File: config.mk
export PLATFORM = sky130hd
export DESIGN_NAME = irq_nest_ctrl
export DESIGN_NICKNAME = d
export VERILOG_FILES = /design/src/rtl/irq_nest_ctrl.sv
export SDC_FILE = /design/constraint.sdc
export NUM_CORES = 1
export LEC_CHECK = 0
export ABC_AREA = 1
export CAP_MARGIN = 25
export CELL_PAD_IN_SITES_DETAIL_PLACEMENT = 0
export CELL_PAD_IN_SITES_GLOBAL_PLACEMENT = 1
export CORE_MARGIN = 2
export CORE_UTILIZATION = 37
export DETAILED_ROUTE_END_ITERATION = 7
export PLACE_DENSITY = 0.82
export SLEW_MARGIN = 10
export SYNTH_ARGS = -nofsm -noshare
export SYNTH_HDL_FRONTEND = slang
export SYNTH_SLANG_ARGS = --single-unit
File: constraint.sdc
create_clock -name i_clk -period 4.78 [get_ports i_clk]
set_input_delay 0.478 -clock i_clk [delete_from_list [all_inputs] [get_ports i_clk]]
set_output_delay 0.478 -clock i_clk [all_outputs]
set_load 0.1 [all_outputs]
File: src/rtl/irq_nest_ctrl.sv
// Nested interrupt controller: pending capture, fixed-priority selection and a
// priority stack. Define IRQ_NEST_EDGE_EN to pend on request rising edges instead of levels.
module irq_nest_ctrl #(
   parameter int          NUM_IRQ       = 8,
   parameter int          MAX_DEPTH     = 3,
   parameter logic [15:0] VECTOR_BASE   = 16'h0010,
   parameter logic [15:0] VECTOR_STRIDE = 16'h0004
) (
   input  logic               i_clk,
   input  logic               i_rst_n,
   input  logic [NUM_IRQ-1:0] i_irq_req,
   input  logic [NUM_IRQ-1:0] i_irq_mask,
   input  logic               i_int_en,
   input  logic               i_boundary,
   input  logic               i_iret_detected,
   output logic               o_irq_take,
   output logic [15:0]        o_irq_vector,
   output logic               o_in_irq,
   output logic [2:0]         o_depth,
   output logic [3:0]         o_cur_prio,
   output logic [NUM_IRQ-1:0] o_pending,
   output logic               o_iret_err
);

   logic [NUM_IRQ-1:0] pending_q, pending_d, pend_set;
   logic [3:0]         stack_q [MAX_DEPTH];
   logic [3:0]         stack_d [MAX_DEPTH];
   logic [2:0]         depth_q, depth_d;
   logic               in_irq_q;
   logic               take_q, take_d;
   logic [15:0]        vector_q, vector_d;
   logic               iret_err_q, iret_err_d;
   logic               cand_valid;
   logic [3:0]         cand_idx;
   logic [3:0]         top_prio;
   logic               eligible;
   logic               do_pop;

`ifdef IRQ_NEST_EDGE_EN
   logic [NUM_IRQ-1:0] req_hist_q;

   always_ff @(posedge i_clk or negedge i_rst_n) begin
      if (!i_rst_n) req_hist_q <= '0;
      else          req_hist_q <= i_irq_req;
   end

   assign pend_set = i_irq_req & ~req_hist_q;
`else
   assign pend_set = i_irq_req;
`endif

   // Lowest enabled pending index wins; the downward loop leaves it as the last write.
   always_comb begin
      cand_valid = 1'b0;
      cand_idx   = 4'hF;
      for (int i = NUM_IRQ - 1; i >= 0; i--) begin
         if (pending_q[i] && i_irq_mask[i]) begin
            cand_valid = 1'b1;
            cand_idx   = 4'(i);
         end
      end
   end

   always_comb begin
      top_prio = 4'hF;
      for (int i = 0; i < MAX_DEPTH; i++) begin
         if (depth_q == 3'(i + 1)) top_prio = stack_q[i];
      end
   end

   assign eligible = cand_valid && ((depth_q == 3'd0) || (cand_idx < top_prio));
   assign do_pop   = i_iret_detected && (depth_q != 3'd0);
   assign take_d   = eligible && i_int_en && i_boundary && !i_iret_detected && !take_q
                     && (depth_q < 3'(MAX_DEPTH));

   // NOTE: combinational next-state uses blocking '=' with every output defaulted
   // first, so no latches are inferred; the registers below use '<=' only.
   always_comb begin
      pending_d  = pending_q | pend_set;
      stack_d    = stack_q;
      depth_d    = depth_q;
      vector_d   = vector_q;
      iret_err_d = iret_err_q | (i_iret_detected && (depth_q == 3'd0));
      if (take_d) begin
         // A take's clear overrides a same-cycle set of that channel.
         for (int i = 0; i < NUM_IRQ; i++) begin
            if (cand_idx == 4'(i)) pending_d[i] = 1'b0;
         end
         for (int i = 0; i < MAX_DEPTH; i++) begin
            if (depth_q == 3'(i)) stack_d[i] = cand_idx;
         end
         depth_d  = depth_q + 3'd1;
         vector_d = VECTOR_BASE + 16'(cand_idx) * VECTOR_STRIDE;
      end else if (do_pop) begin
         for (int i = 0; i < MAX_DEPTH; i++) begin
            if (depth_q == 3'(i + 1)) stack_d[i] = 4'hF;
         end
         depth_d = depth_q - 3'd1;
      end
   end

   always_ff @(posedge i_clk or negedge i_rst_n) begin
      if (!i_rst_n) begin
         pending_q  <= '0;
         depth_q    <= 3'd0;
         in_irq_q   <= 1'b0;
         take_q     <= 1'b0;
         vector_q   <= 16'h0000;
         iret_err_q <= 1'b0;
         // NOTE: the stack is only a few entries, so it is reset entry by entry;
         // an empty slot reads 4'hF, which is what o_cur_prio shows at depth 0.
         for (int i = 0; i < MAX_DEPTH; i++) stack_q[i] <= 4'hF;
      end else begin
         pending_q  <= pending_d;
         depth_q    <= depth_d;
         in_irq_q   <= (depth_d != 3'd0);
         take_q     <= take_d;
         vector_q   <= vector_d;
         iret_err_q <= iret_err_d;
         for (int i = 0; i < MAX_DEPTH; i++) stack_q[i] <= stack_d[i];
      end
   end

   assign o_irq_take   = take_q;
   assign o_irq_vector = vector_q;
   assign o_in_irq     = in_irq_q;
   assign o_depth      = depth_q;
   assign o_cur_prio   = top_prio;
   assign o_pending    = pending_q;
   assign o_iret_err   = iret_err_q;

endmodule

==> results.toml <==
[run_status]
status = "completed"

[worst_hold_path]
worstHoldEndpoint = "stack_q[11]"
hold_path_class = "reg -> reg"
whs_path_depth = 2
holdCritStartpoint = "stack_q[11]"

[clock_network]
cts_tree = "yes"
path_clk_slew_ps = 60
clockBufferDepth = 2
clock_latency_ps = 280
ctsHoldBuffers = 0
htree_levels = 2
cts.sinks = 31
post-cts-setup-buffer-count = 0
cts_root_buf = "clkbuf_8"
cts_made_buffers = 5
cts_resized = 0

[place]
dp_hpwl_um = 3190
place_congestion = 0.835
io_buffer_count = 43
placed_cell_area_um2 = 2340

[floorplan]
dieArea_um2 = 5650
die_w_um = 75.2
dieHeight_um = 75.2
core_area_um2 = 4820
io_pins = 55
num_rows = 25
start_util_pct = 38.9

[synth]
ys_types = 29
yosys_warnings = 0
syn_inst = 234
syn_area_per_cell_um2 = 8.02
ys_seq_area_share_pct = 42.2
ys.flop_type = "dfrtp_1"
synthArstFlopShare_pct = 100
synth-edff-count = 0
netlist_area_um2 = 1880
yosys_register_bits = 31

[routing]
detail_route.wl_per_cell_um = 11.9
routed_wl_um = 4180
dr.pass1.iters = 4
vias = 1552
viasPerCell = 4.43
drt_iter0_drc = 90
detail-route-antenna-nets = 0
drcViolationCount = 0

[global_route]
antenna_found_initial = 0
grt_pass1_wl_um = 6820
grt_overflow = 0
grt_start_max_net_pins = 32
grt_usage_pct = 16.0
grt_pass1_vias = 1494

[timing]
setup_tns_ps = 0
slew_violations = 0
rsz0062_at_grt = "no"
fmax_mhz = 290
hold_viol_final = 0
clock_skew_ps = 4.89
post-route-min-period_ps = 3450
slew_headroom_pct = 34.9
worst_pin_slew_ps = 973
period_share_pct = 72.2
setup_viol = 0

[setup_path]
cpLargestDelayFamily = "buffers and inverters"
critical_path_arrival_ps = 2970
crit_path_start_kind = "register"
crit_fanout = 6
critPathKind = "reg -> out"
cp_slowest_cell = "clkdlybuf4s50_1"
cp_cell_sequence = "inv_1, ha_1, inv_2, nor2_2, inv_1, o21ai_0, o21a_1, inv_1, clkdlybuf4s50_1"
rr_worst_depth = 16
slowest_delay_ps = 1120
cp.depth = 9
cp-end-kind = "output pin"
timing.rr.end = "stack_q[1]"
crit_top_cell = "inv_1"
critPathRequiredTime_ps = 4300
regToRegStartpoint = "o_depth[0]"
critPathBufInv = 5
reg2reg_setup_slack_ps = 1760

[power_and_ir_drop]
power.density_nw_per_um2 = 711
ir_drop_uv = 412
leakagePower_nw = 1.17

[final_layout]
finalNetCount = 315
design_area_um2 = 2440
syn_to_final_growth_pct = 29.9
drive_above_1_share_pct = 14.1
antenna_cells = 0

[job]
maxCapViolCount = 0
## logic make-up (layout without fill, tap and decap cells)
family / Yosys count / in the layout / synth area share, %
buf+inv: 44 / 83 / 11.5
simple gates: 117 / 117 / 27.6
other cells: 1 / 11 / 0.200
xor+xnor: 1 / 1 / 0.467
fa+ha+maj: 12 / 12 / 8.01
flops: 31 / 31 / 42.2
compound gates: 28 / 28 / 10.1
## worst register-to-register path: stages, from the launching register on
cell and delay [ps]:
dfrtp_1 480, inv_1 180, ha_1 310, inv_2 50, nor2_2 160, inv_1 80, o21ai_0 170, o21a_1 210
ha_1 260, a21o_1 160, nor2_1 120, nand2_2 100, nand2_4 230, nand2_1 190, nand2_1 140, nand2_1 60
nand2_1 60
## layout make-up
class,instances,area (µm²)
Fill cell,485,2380
Multi-Input combinational cell,169,907
Sequential cell,31,791
Timing Repair Buffer,44,438
Inverter,31,116
Clock buffer,8,100
Tap cell,67,83.8
## power by group
| part | internal, mW | switching (mW) | total, mW |
|---|---|---|---|
| Combinational | 0.265 | 0.795 | 1.06 |
| Clock | 0.131 | 0.0933 | 0.225 |
| Sequential | 0.379 | 0.0683 | 0.447 |
| Total | 0.775 | 0.956 | 1.73 |
## layout by cell type, fill, tap and decap left out, types with 2 or more instances in the layout
cell / n
o22ai_1: 2
nand2_1: 71
conb_1: 11
nand3_1: 10
dfstp_2: 12
nor2_2: 3
dfrtp_1: 19
o21a_1: 5
clkbuf_8: 7
nand3_2: 2
nand2_4: 2
o21ai_0: 4
clkdlybuf4s50_1: 43
inv_2: 4
inv_1: 27
ha_1: 12
nor3_1: 8
o21ai_1: 2
nor2_1: 14
nand2_2: 6
a21oi_1: 10
## sequential cells by signal (all words and copies together), names as in the netlist
signal,flops
o_depth,3
o_in_irq,1
o_iret_err,1
o_irq_take,1
o_irq_vector,5
o_pending,8
stack_q,12
## cell usage after synthesis (5+ instances only)
cell type  instances  area, µm²
inv_1             27        101
nand3_1           10       50.1
nand2_1           71        267
a21oi_1           10       50.1
dfrtp_1           19        475
o21a_1             5       37.5
nor2_1            14       52.6
buf_4             11       82.6
nor3_1             8       40.0
nand2_2            6       37.5
ha_1              12        150
dfstp_2           12        315
## how the worst max path moves through the flow
stage,startpoint,end,slack (ps)
6_report,o_depth[0],o_cur_prio[3],1330
5_1_grt,o_depth[0],o_cur_prio[3],1160
4_1_cts,o_depth[0],o_cur_prio[3],1300
3_5_place_dp,o_depth[0],o_cur_prio[3],1610
3_3_place_gp,o_depth[0],o_cur_prio[3],1600
2_1_floorplan,o_depth[0],o_in_irq,1190
## metrics by stage
step,power [mW],std cells,setup slack [ps],util (%),hold WS (ps)
finish,1.73,350,1330,50.6,466
global route,1.84,350,1160,50.6,472
CTS,1.75,350,1300,50.6,470
detailed placement,1.52,342,1610,48.5,459
global placement,1.52,342,1600,48.5,459
floorplan,1.28,244,1190,-,182
## layer usage
layer  wire length, µm  up-vias  part of all wire [%]  GRT usage, %
met1              2030      698                    49          21.9
met5                 0        -                     0             0
met3               228        5                   5.5          4.69
met2              1880       39                    45          25.1
li1                  -      810                     -             -
met4                38        0                  0.91          4.09
(Power assumes the default switching activity.)
==> patch, RTL diff (same flow settings) <==
The output `o_in_irq` loses its register stage (`in_irq_q` becomes a continuous assignment).
--- a/src/rtl/irq_nest_ctrl.sv
+++ b/src/rtl/irq_nest_ctrl.sv
@@ -105,3 +105,2 @@
          depth_q    <= 3'd0;
-         in_irq_q   <= 1'b0;
          take_q     <= 1'b0;
@@ -115,3 +114,2 @@
          depth_q    <= depth_d;
-         in_irq_q   <= (depth_d != 3'd0);
          take_q     <= take_d;
@@ -122,2 +120,4 @@
    end
+
+   assign in_irq_q = (depth_d != 3'd0);
 
Formal check against the unedited RTL: not equivalent (Yosys sat finds a counterexample within 4 cycles, from zero or initial values and one cycle with i_rst_n low).
==> patch against the unedited design <==
Global-route usage shrank 0.46 points. Total power rose by 0.32%. Cell area is 1.3% lower. Area after synthesis down 1.3%. Setup slack worse by 320 ps. Wire length about the same. Sequential cell count decreased by 1. Largest power group unchanged.
==> patch: results (changes against the unedited design) <==
Clocking
  • CTS buffer count: 5 (unchanged)
  • H-Tree Depth: 2 (unchanged)
  • CTS resizes: 0 (unchanged)
  • Clock slew at reported path FFs: 60 ps (about the same)

Detailed routing
  • Initial DRC count: 60 (-33%)
  • Vias: 1,555 (+0.19%)
  • Avg WL per Cell: 11.97 um (+0.26%)

Final layout
  • Antenna diode count: 0 (unchanged)
  • Nets: 314 (-0.32%)
  • Final std cells w/o fill: 349 (-0.29%)
  • Ratio of cells with drive above 1 in the final layout: 0.1489 (+0.007593)

Worst setup path
  • CP top delay family: simple AND/OR/NAND/NOR gates
  • CP max stage cell: dfrtp_1
  • CP Data Arrival Time: 3290 ps (+320 ps)
  • Peak fanout along the critical path: 22 (+16)
  • Biggest cell delay along the critical path: 480 ps (-640 ps)

Synth
  • Mapped Cells: 233 (-0.43%)
  • Top cells by count, synth: nand2_1, inv_1, dfrtp_1, nor2_1
  • Yosys cell types: 29 (unchanged)
  • Ranking of synthesized cells by area: dfrtp_1, dfstp_2, nand2_1, ha_1, inv_1
  • Synth async-reset ratio: 1.000 (unchanged)
  • Register area share after synthesis: 0.4138 (-0.007821)

Placement
  • Cell area after placement: 0.002308 sq mm (-1.2%)
  • Dpl ws: 1146 ps (-461.5 ps)
  • RePlAce Congestion: 0.8716 (+4.4%)
  • Placed Instances: 341 (-0.29%)
  • Post-detail-place hpwl: 3133 um (-1.7%)

Power and ir drop
  • Leak Pwr: 1.151 nW (-1.2%)
  • Sequential group power: 438 uW (-2%)
  • Seq pwr share: 0.252 (-0.006)
  • Worst ir drop on vdd: 0.6390 mV (+55%)
  • Sw frac: 0.5670 (+0.01476)
  • Combinational share of power: 0.624 (+0.012)

Run status
  • Status: finished, final reports clean

Global routing
  • Total track usage: 0.1557 (-0.004622)
  • First-pass GRT wire length: 6582 um (-3.4%)
  • Largest net degree at the start of global routing: 31 (-3.1%)
  • Vias in the first global route: 1,460 (-2.3%)

STA
  • Relative slew slack: 0.3476 (-0.001654)
  • Clock Skew: 12.58 ps (+7.693 ps)

Floorplan
  • DIE AREA: 0.005583 sq mm (-1.3%)
## patch: changes by cell type in the layout (fill, tap and decap cells not counted), sizes merged
cell and delta:
buf +1, clkbuf -2, clkdlybuf4s50 -1, clkinv +1, clkinvlp +1, dfrtp -1
## patch: area by class of cell
type / instances / area, sq um
Tap cell: 67 / 83.83
Clock inverter: 2 / 12.51
Sequential cell: 30 / 765.7
Clock buffer: 6 / 82.58
Multi-Input combinational cell: 169 / 907.1
Inverter: 31 / 116.4
Timing Repair Buffer: 44 / 435.4
Fill cell: 496 / 2382
## patch: final timing paths
path,start,to,slack (ps),cells past startpoint
max reg2reg,o_depth[0]$_DFF_PN0_,stack_q[0]$_DFFE_PN1P_,1770,16
min reg2reg,stack_q[3]$_DFFE_PN1P_,stack_q[3]$_DFFE_PN1P_,470,2
max,o_depth[0]$_DFF_PN0_,o_in_irq,1010,17
min in group asynchronous,i_rst_n,o_pending[4]$_DFF_PN0_,580,2
min,stack_q[3]$_DFFE_PN1P_,stack_q[3]$_DFFE_PN1P_,470,2
max in group asynchronous,i_rst_n,stack_q[3]$_DFFE_PN1P_,3880,2
## patch: layer usage
| metal | routed length (um) | up-vias | track usage | part of all wire |
|---|---|---|---|---|
| met4 | 36 | 0 | 0.04762 | 0.0086 |
| met3 | 252 | 5 | 0.04953 | 0.060 |
| li1 | - | 804 | - | - |
| met5 | 0 | - | 0 | 0 |
| met1 | 2006 | 699 | 0.2020 | 0.48 |
| met2 | 1883 | 47 | 0.2498 | 0.45 |
## patch: cells by family after synthesis
kind of cell               after synthesis  synth area share
and+or+nand+nor                        117            0.2799
xor gates and xnor gates                 1          0.004734
other                                    1          0.002026
AOI/OAI and AO/OA                       28            0.1021
buffers and inverters                   44            0.1163
DFF                                     30            0.4138
adders and majority gates               12           0.08113
